## config.mk

```make
export PLATFORM = sky130hd
export DESIGN_NAME = stream_framer
export DESIGN_NICKNAME = d
export VERILOG_FILES = /design/src/rtl/stream_framer_pkg.sv /design/src/rtl/stream_framer_fifo.sv /design/src/rtl/stream_framer.sv
export SDC_FILE = /design/constraint.sdc
export NUM_CORES = 1
export LEC_CHECK = 0
export ABC_AREA = 1
export CORE_ASPECT_RATIO = 1.25
export CORE_MARGIN = 4
export CORE_UTILIZATION = 54
export DETAILED_ROUTE_END_ITERATION = 10
export GPL_TIMING_DRIVEN = 0
export PLACE_DENSITY = 0.75
export SKIP_LAST_GASP = 1
export SLEW_MARGIN = 20
export SYNTH_ARGS = -nofsm -noshare
export SYNTH_HDL_FRONTEND = slang
export SYNTH_SLANG_ARGS = --single-unit
```

## constraint.sdc

```tcl
create_clock -name clk -period 3.1 [get_ports clk]
set_input_delay 0.62 -clock clk [delete_from_list [all_inputs] [get_ports clk]]
set_output_delay 0.62 -clock clk [all_outputs]
set_load 0.02 [all_outputs]
```

## src/rtl/stream_framer_pkg.sv

```systemverilog
// stream_framer_pkg: shared state encoding and frame-counter width for the stream framer
package stream_framer_pkg;
    typedef enum logic {ST_DATA, ST_CSUM} framer_state_t;
    localparam int FRAMES_W = 16;
endpackage

```

## src/rtl/stream_framer_fifo.sv

```systemverilog
// stream_framer_fifo: circular word buffer with combinational head read
//   clk, rst (async active-low) | push/wdata write at tail | pop advances head
//   rdata = head entry | empty, full, count = occupancy flags and level
module stream_framer_fifo #(
    parameter int WIDTH = 8,
    parameter int DEPTH = 8,
    localparam int AW = $clog2(DEPTH)
) (
    input  logic             clk,
    input  logic             rst,
    input  logic             push,
    input  logic             pop,
    input  logic [WIDTH-1:0] wdata,
    output logic [WIDTH-1:0] rdata,
    output logic             empty,
    output logic             full,
    output logic [AW:0]      count
);
    logic [WIDTH-1:0] mem [DEPTH];
    logic [AW-1:0]    wr_ptr, rd_ptr;

    always_ff @(posedge clk or negedge rst) begin
        if (!rst) begin
            wr_ptr <= '0;
            rd_ptr <= '0;
            count  <= '0;
        end else begin
            if (push) wr_ptr <= wr_ptr + 1'b1;
            if (pop) rd_ptr <= rd_ptr + 1'b1;
            count <= count + {{AW{1'b0}}, push} - {{AW{1'b0}}, pop};
        end
    end

    always_ff @(posedge clk) begin
        if (push) mem[wr_ptr] <= wdata;
    end

    assign rdata = mem[rd_ptr];
    assign empty = count == '0;
    assign full  = count == (AW+1)'(DEPTH);
endmodule

```

## src/rtl/stream_framer.sv

```systemverilog
// stream_framer: buffers an unthrottled word stream and emits FRAME_LEN-word frames plus a checksum word
//   clk, rst (async active-low)
//   i_data/i_valid: upstream words, no backpressure
//   o_data/o_valid/i_ready: ready/valid output toward the sink; o_last marks the checksum word
//   o_overflow: sticky drop flag | o_frames: completed frame count (wraps)
module stream_framer
    import stream_framer_pkg::*;
#(
    parameter int WIDTH     = 8,
    parameter int FRAME_LEN = 4,
    parameter int DEPTH     = 8
) (
    input  logic                clk,
    input  logic                rst,
    input  logic [WIDTH-1:0]    i_data,
    input  logic                i_valid,
    output logic [WIDTH-1:0]    o_data,
    output logic                o_valid,
    input  logic                i_ready,
    output logic                o_last,
    output logic                o_overflow,
    output logic [FRAMES_W-1:0] o_frames
);
    localparam int CW = $clog2(DEPTH) + 1;
    localparam int NW = $clog2(FRAME_LEN + 1);

    framer_state_t    state, state_nxt;
    logic [WIDTH-1:0] sum, head;
    logic [NW-1:0]    cnt;
    logic [CW-1:0]    fifo_count;
    logic             empty, full, push, pop, xfer;

    // a pop in the same cycle frees the slot, so a full FIFO can still accept
    assign push = i_valid && (!full || pop);

    stream_framer_fifo #(.WIDTH(WIDTH), .DEPTH(DEPTH)) u_fifo (
        .clk  (clk),
        .rst  (rst),
        .push (push),
        .pop  (pop),
        .wdata(i_data),
        .rdata(head),
        .empty(empty),
        .full (full),
        .count(fifo_count)
    );

    always_ff @(posedge clk or negedge rst) begin
        if (!rst) state <= ST_DATA;
        else state <= state_nxt;
    end

    always_comb begin
        state_nxt = state;
        o_last    = state == ST_CSUM;
        o_valid   = o_last || !empty;
        o_data    = o_last ? sum : (empty ? '0 : head);
        xfer      = o_valid && i_ready;
        pop       = xfer && !o_last;
        if (xfer) state_nxt = o_last ? ST_DATA : (cnt == NW'(FRAME_LEN - 1) ? ST_CSUM : ST_DATA);
    end

    always_ff @(posedge clk or negedge rst) begin
        if (!rst) begin
            sum        <= '0;
            cnt        <= '0;
            o_frames   <= '0;
            o_overflow <= 1'b0;
        end else begin
            if (i_valid && !push) o_overflow <= 1'b1;
            if (xfer && o_last) begin
                sum      <= '0;
                cnt      <= '0;
                o_frames <= o_frames + 1'b1;
            end else if (xfer) begin
                sum <= sum + o_data;
                cnt <= cnt + 1'b1;
            end
        end
    end

    a_count_bound: assert property (@(posedge clk) disable iff (!rst) fifo_count <= CW'(DEPTH));
endmodule

```

After elaboration in Yosys (flattened, before gate mapping):

Memory sizes are Yosys's and may differ from the RTL's.
Cells that the tools add are included.

* logic and storage cells: 41
* bits in writable memories: 64
* bits in registers: 39
* output and inout port bits: 27
* memories kept: 1

Memory list
* u_fifo.mem: words 8, bits a word 8, read ports 1, clocked after memory_dff 0, wr ports 1, line stream_framer_fifo.sv:19 `logic [WIDTH-1:0] mem [DEPTH];`

* equality and inequality tests: 2
* add/subtract/negate cells: 7
* reduce and logical (&&, ||, !) cells: 13
* muxes and demuxes: 10

Operator list (number)
* 8-bit 2-to-1 mux: 4
* 16-bit by 1-bit adder with 16-bit output, second input constant: 1
* 3-bit by 1-bit adder with 3-bit output, second input constant: 3
* 8-bit adder: 1
* 3-bit 2-to-1 mux: 2
* 1-bit logical AND: 5
* 4-bit by 1-bit adder with 4-bit output: 1
* 4-bit equality test, second input constant: 1
* 1-bit zero test: 4
* 4-bit zero test: 1
* 1-bit 2-to-1 mux: 4
* 4-bit by 1-bit subtractor with 4-bit output: 1
* 3-bit by 2-bit equality test with 1-bit output, second input constant: 1
* 1-bit logical OR: 2
* 2-bit nonzero test: 1

Logic depth before layout (Yosys ltp):

* depth after elaboration: 9
* mapped depth: 17

By module:

From an unflattened synthesis, not the netlist that was laid out.

* cell total of the unflattened synthesis: 562
* area, all modules: 5228.8 µm²

By module, submodules not included
* stream_framer_fifo: times used 1, area an instance 3437.0 µm², cells an instance 343, seq. area each 2172.1 µm²
* stream_framer: times used 1, area an instance 1791.7 µm², cells an instance 219, seq. area each 725.7 µm²

Worst setup path before layout:

No wires, ideal clock.

* path type: register to register
* from: register u_fifo.rd_ptr[0]
* to: register sum[6]
* required time: 2.974 ns
* stages on the path, launching flop included: 17
* buffers on the path: 2
* setup time: 0.126 ns
* arrival time: 2.771 ns
* path slack: 0.204 ns
* path through: dfrtp_1 inv_1 buf_2 buf_2 o21ai_0 o221ai_1 nand3_1 o21ai_0 ha_1 inv_1 fa_1 o21ai_0 nand2_1 nand2_1 a21oi_1 nor2_1 o22ai_1

* word-level cells in the longest chain between the ends: 6

RTL lines
* start: declaration: line stream_framer_fifo.sv:20 `logic [AW-1:0] wr_ptr, rd_ptr;`
* start signal: assignment: line stream_framer_fifo.sv:29 `if (pop) rd_ptr <= rd_ptr + 1'b1;`
* memory 8 x 8 bit
* 8-bit 2-to-1 mux (2 in a row): line stream_framer.sv:57 `o_data = o_last ? sum : (empty ? '0 : head);`
* net o_data[0]: line stream_framer.sv:17 `output logic [WIDTH-1:0] o_data,`
* 8-bit adder: line stream_framer.sv:76 `sum <= sum + o_data;`
* 8-bit 2-to-1 mux: line stream_framer.sv:75 `end else if (xfer) begin`
* 8-bit 2-to-1 mux: line stream_framer.sv:71 `if (xfer && o_last) begin`
* end signal: assignment: line stream_framer.sv:76
* end: declaration: line stream_framer.sv:28 `logic [WIDTH-1:0] sum, head;`

The timed path passes the listed nets, and every way through them passes these cells. The select of a mux whose other input is x is not followed.
A chain may end at the register's enable or synchronous reset.

Worst setup path after layout:

* from: register u_fifo.rd_ptr[1]
* to: register sum[6]

* word-level cells in the longest chain between the ends: 6

RTL lines (line)
* memory 8 x 8 bit
* 8-bit 2-to-1 mux (2 in a row): stream_framer.sv:57
* 8-bit adder: stream_framer.sv:76
* 8-bit 2-to-1 mux: stream_framer.sv:75
* 8-bit 2-to-1 mux: stream_framer.sv:71

Every way passes these cells. The select of a mux whose other input is x is not followed.

==> flow_results.org <==
** Power
- The clock network accounts for 15.0% of the total power.
- Total power per unit cell area :: 1020 nW/um2
- For this design the total switching power over the nets is 2.39 mW.
- Fraction of power consumed by combinational cells :: 50.3%
- Of the total power, registers draw 34.7%.
- Leak :: 2.31 nW
- The worst-case IR drop observed on VDD is 0.000492 V.
- Switching share of power :: 43.0%
- Internal power contribution :: 3.17 mW

** Setup path
- Data required time at the worst endpoint :: 3.35 ns
- STA classifies the critical path endpoint as a flip-flop.
- Crit path largest cell delay :: 0.50 ns
- CP max-delay cell :: sky130_fd_sc_hd__dfrtp_1
- For the worst setup path, the data arrival time is 3.29 ns.
- Kind of launch point of the worst setup path :: flip-flop
- Kind of critical path :: flip-flop to flip-flop
- In this run the worst path has a maximum fanout of 10.
- The signal on the critical path passes through inv_2 > clkbuf_2 > o21ai_0 > o221ai_1 > nand3_1 > o21ai_1 > ha_2 > inv_1 > fa_1 > o21ai_1 > nand2_1 > nand2_1 > a21oi_1 > nor2_1 > o22ai_1.

** Global route
- Entering global routing, the biggest net connects 29 pins.
- All-layer global routing usage :: 20.2%
- Antenna violations before repair :: 0
- The via count of the first global-routing pass was 3251.
- Met2 Use GR :: 33.6%
- Grt met1 use :: 25.7%
- In this run the most used layer during global routing was met2.
- After global routing the overflow that remains totals 0.
- The first global-routing pass estimated 16100 um of wire.
- Met3 usage :: 2.95%

** Finish
- The post-route netlist has 10.2% of its cells at a drive strength greater than 1.
- For this run, the share of the core covered by cells in the final layout is 65.1%.
- Number of antenna cells inserted :: 0
- Compared with the post-synthesis result, the final layout area differs by 15.9%.
- At the end of the flow, the number of nets in the layout was 507.
- Number of non-filler instances in the completed layout :: 597

** Detailed routing
- Wires add up to 9790 um.
- Detailed routing inserted a total of 3246 vias.
- After detailed routing, the number of vias per cell comes to 5.44.
- Post-detailed-route wirelength per cell :: 16.4 um
- First drt pass iteration count :: 5
- Number of antenna-violating nets in the routed design :: 0
- Residual DRC :: 0
- Number of design-rule violations left by the first detailed-router iteration :: 295

** Clock tree
- The clock tree synthesis step divided the H-tree into 3 levels.
- CTS Buf Count :: 9
- No sink is reached through more buffers than the 2 on the longest clock path.
- For the worst-skew pair, the clock arrives at the later sink with an insertion delay of 0.36 ns.
- Root buffer cell :: sky130_fd_sc_hd__clkbuf_8
- TritonCTS built the clock tree.
- Clock tree synthesis found a total of 103 sinks.
- In this run the post-CTS setup repair buffer count came out at 0.
- After clock tree synthesis, the clock-pin slew on the worst setup and hold paths is 0.10 ns.

** STA
- The count of endpoints failing hold in the final timing report is 0.
- Clock skew :: 0.0163 ns
- Crit path time final :: 3.04 ns
- Setup total negative slack on the finished layout was measured at 0 ns.
- Least setup slack across all paths after layout :: 0.0603 ns
- Unrepaired setup endpoints after global routing :: true
- Timing would allow up to 329 MHz.
- Number of max-slew violations in the final report :: 0
- Setup violations remaining at the end of the flow were counted as 0.
- Final period utilization :: 98.1%
- The worst pin sits at a relative slew slack of 31.8%.
- Actual transition at the worst max-transition pin :: 1.02 ns

** Synth
- After Yosys synthesis, XOR and XNOR cells account for 3.72% of the synthesized area.
- The biggest area contributor in the post-synthesis netlist is sky130_fd_sc_hd__edfxtp_1.
- After synthesis, the largest family of logic cells by area is simple AND/OR/NAND/NOR gates.
- The synthesized netlist devotes 14.2% of its cell area to simple gates.
- Compound-gate portion of the synthesized area :: 9.73%
- #FFs+latches synth :: 103
- Top-area cell type share of the netlist area :: 40.9%
- The share of the Yosys chip area taken by registers is 61.6%.
- Area of the mapped netlist :: 4700 um2
- Prevailing post-synth register cell :: sky130_fd_sc_hd__edfxtp_1
- Post-synthesis mux area share :: 0%
- The synthesized design contains 64 enable-type register cells.
- The number of nets handed over by synthesis was 457.
- Mean cell area of the mapped netlist :: 11.1 um2
- Top post-synthesis cells by area :: sky130_fd_sc_hd__edfxtp_1, sky130_fd_sc_hd__dfrtp_1, sky130_fd_sc_hd__o21ai_0
- Async SR Flop Fraction :: 37.9%
- Number of synthesis warnings :: 0
- Adder and majority gate portion of the synthesized area :: 5.64%
- Post-synth cell types :: 32
- Cell count after synthesis :: 425

** Floorplanning
- Floorplan die height :: 112 um
- The initialized floorplan defines 37 standard-cell rows.
- The die is 91.5 um wide.
- Effective utilization at floorplan :: 56.1%
- For this design the top-level I/O count stands at 39.
- The die covers 10300 um2.
- Area of the placeable core :: 8380 um2

** Place
- Final estimated routing congestion in global placement :: 0.871
- Post-Place Cells :: 581
- OpenSTA, run right after detailed placement, puts the worst setup slack at -0.243 ns.
- The count of buffers added on input and output ports is 38.
- Detail Placement HPWL :: 6720 um

** Run status
- Result of the run :: completed

** Run
- Number of max-cap violations :: 0

** Min path
- Hold crit path type :: primary input to asynchronous set/reset pin
[cells in the mapped netlist, types with 2 or more instances]
library cell and n:
sky130_fd_sc_hd__nand2_4 2, sky130_fd_sc_hd__ha_1 18, sky130_fd_sc_hd__xor2_1 15, sky130_fd_sc_hd__nand2_2 3, sky130_fd_sc_hd__dfrtp_1 39, sky130_fd_sc_hd__a21oi_1 7
sky130_fd_sc_hd__nor2_4 5, sky130_fd_sc_hd__nand2_1 58, sky130_fd_sc_hd__clkbuf_1 6, sky130_fd_sc_hd__nand4_1 2, sky130_fd_sc_hd__xnor2_1 5, sky130_fd_sc_hd__inv_1 47
sky130_fd_sc_hd__nand3_1 24, sky130_fd_sc_hd__buf_2 5, sky130_fd_sc_hd__fa_1 2, sky130_fd_sc_hd__nor2_1 43, sky130_fd_sc_hd__nand3_2 2, sky130_fd_sc_hd__clkinv_1 2
sky130_fd_sc_hd__o221ai_1 15, sky130_fd_sc_hd__o22ai_1 5, sky130_fd_sc_hd__edfxtp_1 64, sky130_fd_sc_hd__o21ai_0 46
[cell usage in the layout, fill, tap and decap left out, types with 3 or more instances in the layout]
| cell type | count |
|---|---|
| sky130_fd_sc_hd__clkbuf_1 | 3 |
| sky130_fd_sc_hd__buf_2 | 3 |
| sky130_fd_sc_hd__dlygate4sd2_1 | 3 |
| sky130_fd_sc_hd__nor2_1 | 43 |
| sky130_fd_sc_hd__nand2_1 | 58 |
| sky130_fd_sc_hd__nand2_2 | 3 |
| sky130_fd_sc_hd__o21ai_0 | 44 |
| sky130_fd_sc_hd__xor2_1 | 15 |
| sky130_fd_sc_hd__o22ai_1 | 5 |
| sky130_fd_sc_hd__clkbuf_8 | 9 |
| sky130_fd_sc_hd__o221ai_1 | 15 |
| sky130_fd_sc_hd__a21oi_1 | 7 |
| sky130_fd_sc_hd__ha_1 | 17 |
| sky130_fd_sc_hd__xnor2_1 | 5 |
| sky130_fd_sc_hd__inv_1 | 46 |
| sky130_fd_sc_hd__buf_4 | 3 |
| sky130_fd_sc_hd__nand3_1 | 24 |
| sky130_fd_sc_hd__edfxtp_1 | 64 |
| sky130_fd_sc_hd__dfrtp_1 | 38 |
| sky130_fd_sc_hd__clkbuf_2 | 7 |
| sky130_fd_sc_hd__clkdlybuf4s50_1 | 29 |
| sky130_fd_sc_hd__nor2_4 | 5 |
[layer usage]
layer  routed length (um)  vias to the layer above
met5                    0                        -
met1                 4170                     1549
met4                  230                        0
met3                  466                       19
li1                     -                     1559
met2                 4920                      119
[through the flow]
step	hold slack [ns]	total power [mW]	area, um2
floorplan	0.324	3.83	4700
global placement	0.461	4.68	5230
CTS	0.119	5.58	5450
detailed placement	0.461	4.77	5250
global route	0.115	6.02	5450
finish	0.126	5.56	5450
[power by group through the flow]
stage	Combinational [mW]	Clock (mW)	Sequential, mW
global placement	2.73	0	1.95
finish	2.80	0.834	1.93
floorplan	1.87	0	1.96
global route	3.14	0.907	1.97
CTS	2.80	0.844	1.93
detailed placement	2.81	0	1.96
[worst max-delay path, delay by kind of cell (launching register included)]
kind,cells,cell delay [ns]
simple gates,4,0.42
fa+ha+maj,2,0.64
compound gates,6,0.85
flops,1,0.50
buf+inv,3,0.51
[repair_timing]
item | CTS | global route
cloned | 0 | 0
resized for setup | 18 | 12
endpoints found under the hold margin | 0 | 0
setup endpoints to repair | 9 | 11
hold buffers | 0 | 0
[final cells by class]
cell class | count | area, um2
Fill cell | 642 | 2930
Sequential cell | 103 | 2900
Buffer | 11 | 61.3
Timing Repair Buffer | 39 | 387
Tap cell | 117 | 146
Clock buffer | 11 | 131
Clock inverter | 5 | 65.1
Inverter | 51 | 194
Multi-Input combinational cell | 260 | 1570
[sequential cells by signal (all words and copies together) (netlist names)]
| name | flops |
|---|---|
| o_last | 1 |
| u_fifo.count | 4 |
| u_fifo.wr_ptr | 3 |
| u_fifo.rd_ptr | 3 |
| cnt | 3 |
| sum | 8 |
| u_fifo.mem | 64 |
| o_frames | 16 |
| o_overflow | 1 |
[cells by family after synthesis]
kind of cell	Yosys count
AO/OA/AOI/OAI	77
flip-flops	103
adder cells (fa/ha/maj)	20
buffers and inverters	62
AND/OR/NAND/NOR	143
XOR/XNOR	20
[final timing paths]
| path | start | endpoint | slack, ns | cells past startpoint |
|---|---|---|---|---|
| worst min-delay path | rst | o_frames[10]$_DFFE_PN0P_ | 0.13 | 1 |
| max in group asynchronous | rst | u_fifo.rd_ptr[0]$_DFFE_PN0P_ | 2.50 | 2 |
| worst min register to register | o_overflow$_DFFE_PN0P_ | o_overflow$_DFFE_PN0P_ | 0.49 | 1 |
| worst max register to register | u_fifo.rd_ptr[1]$_DFFE_PN0P_ | sum[6]$_DFFE_PN0P_ | 0.06 | 15 |
| min in group clk | o_overflow$_DFFE_PN0P_ | o_overflow$_DFFE_PN0P_ | 0.49 | 1 |
| worst max-delay path | u_fifo.rd_ptr[1]$_DFFE_PN0P_ | sum[6]$_DFFE_PN0P_ | 0.06 | 15 |
Power figures use the tool's default switching activity.
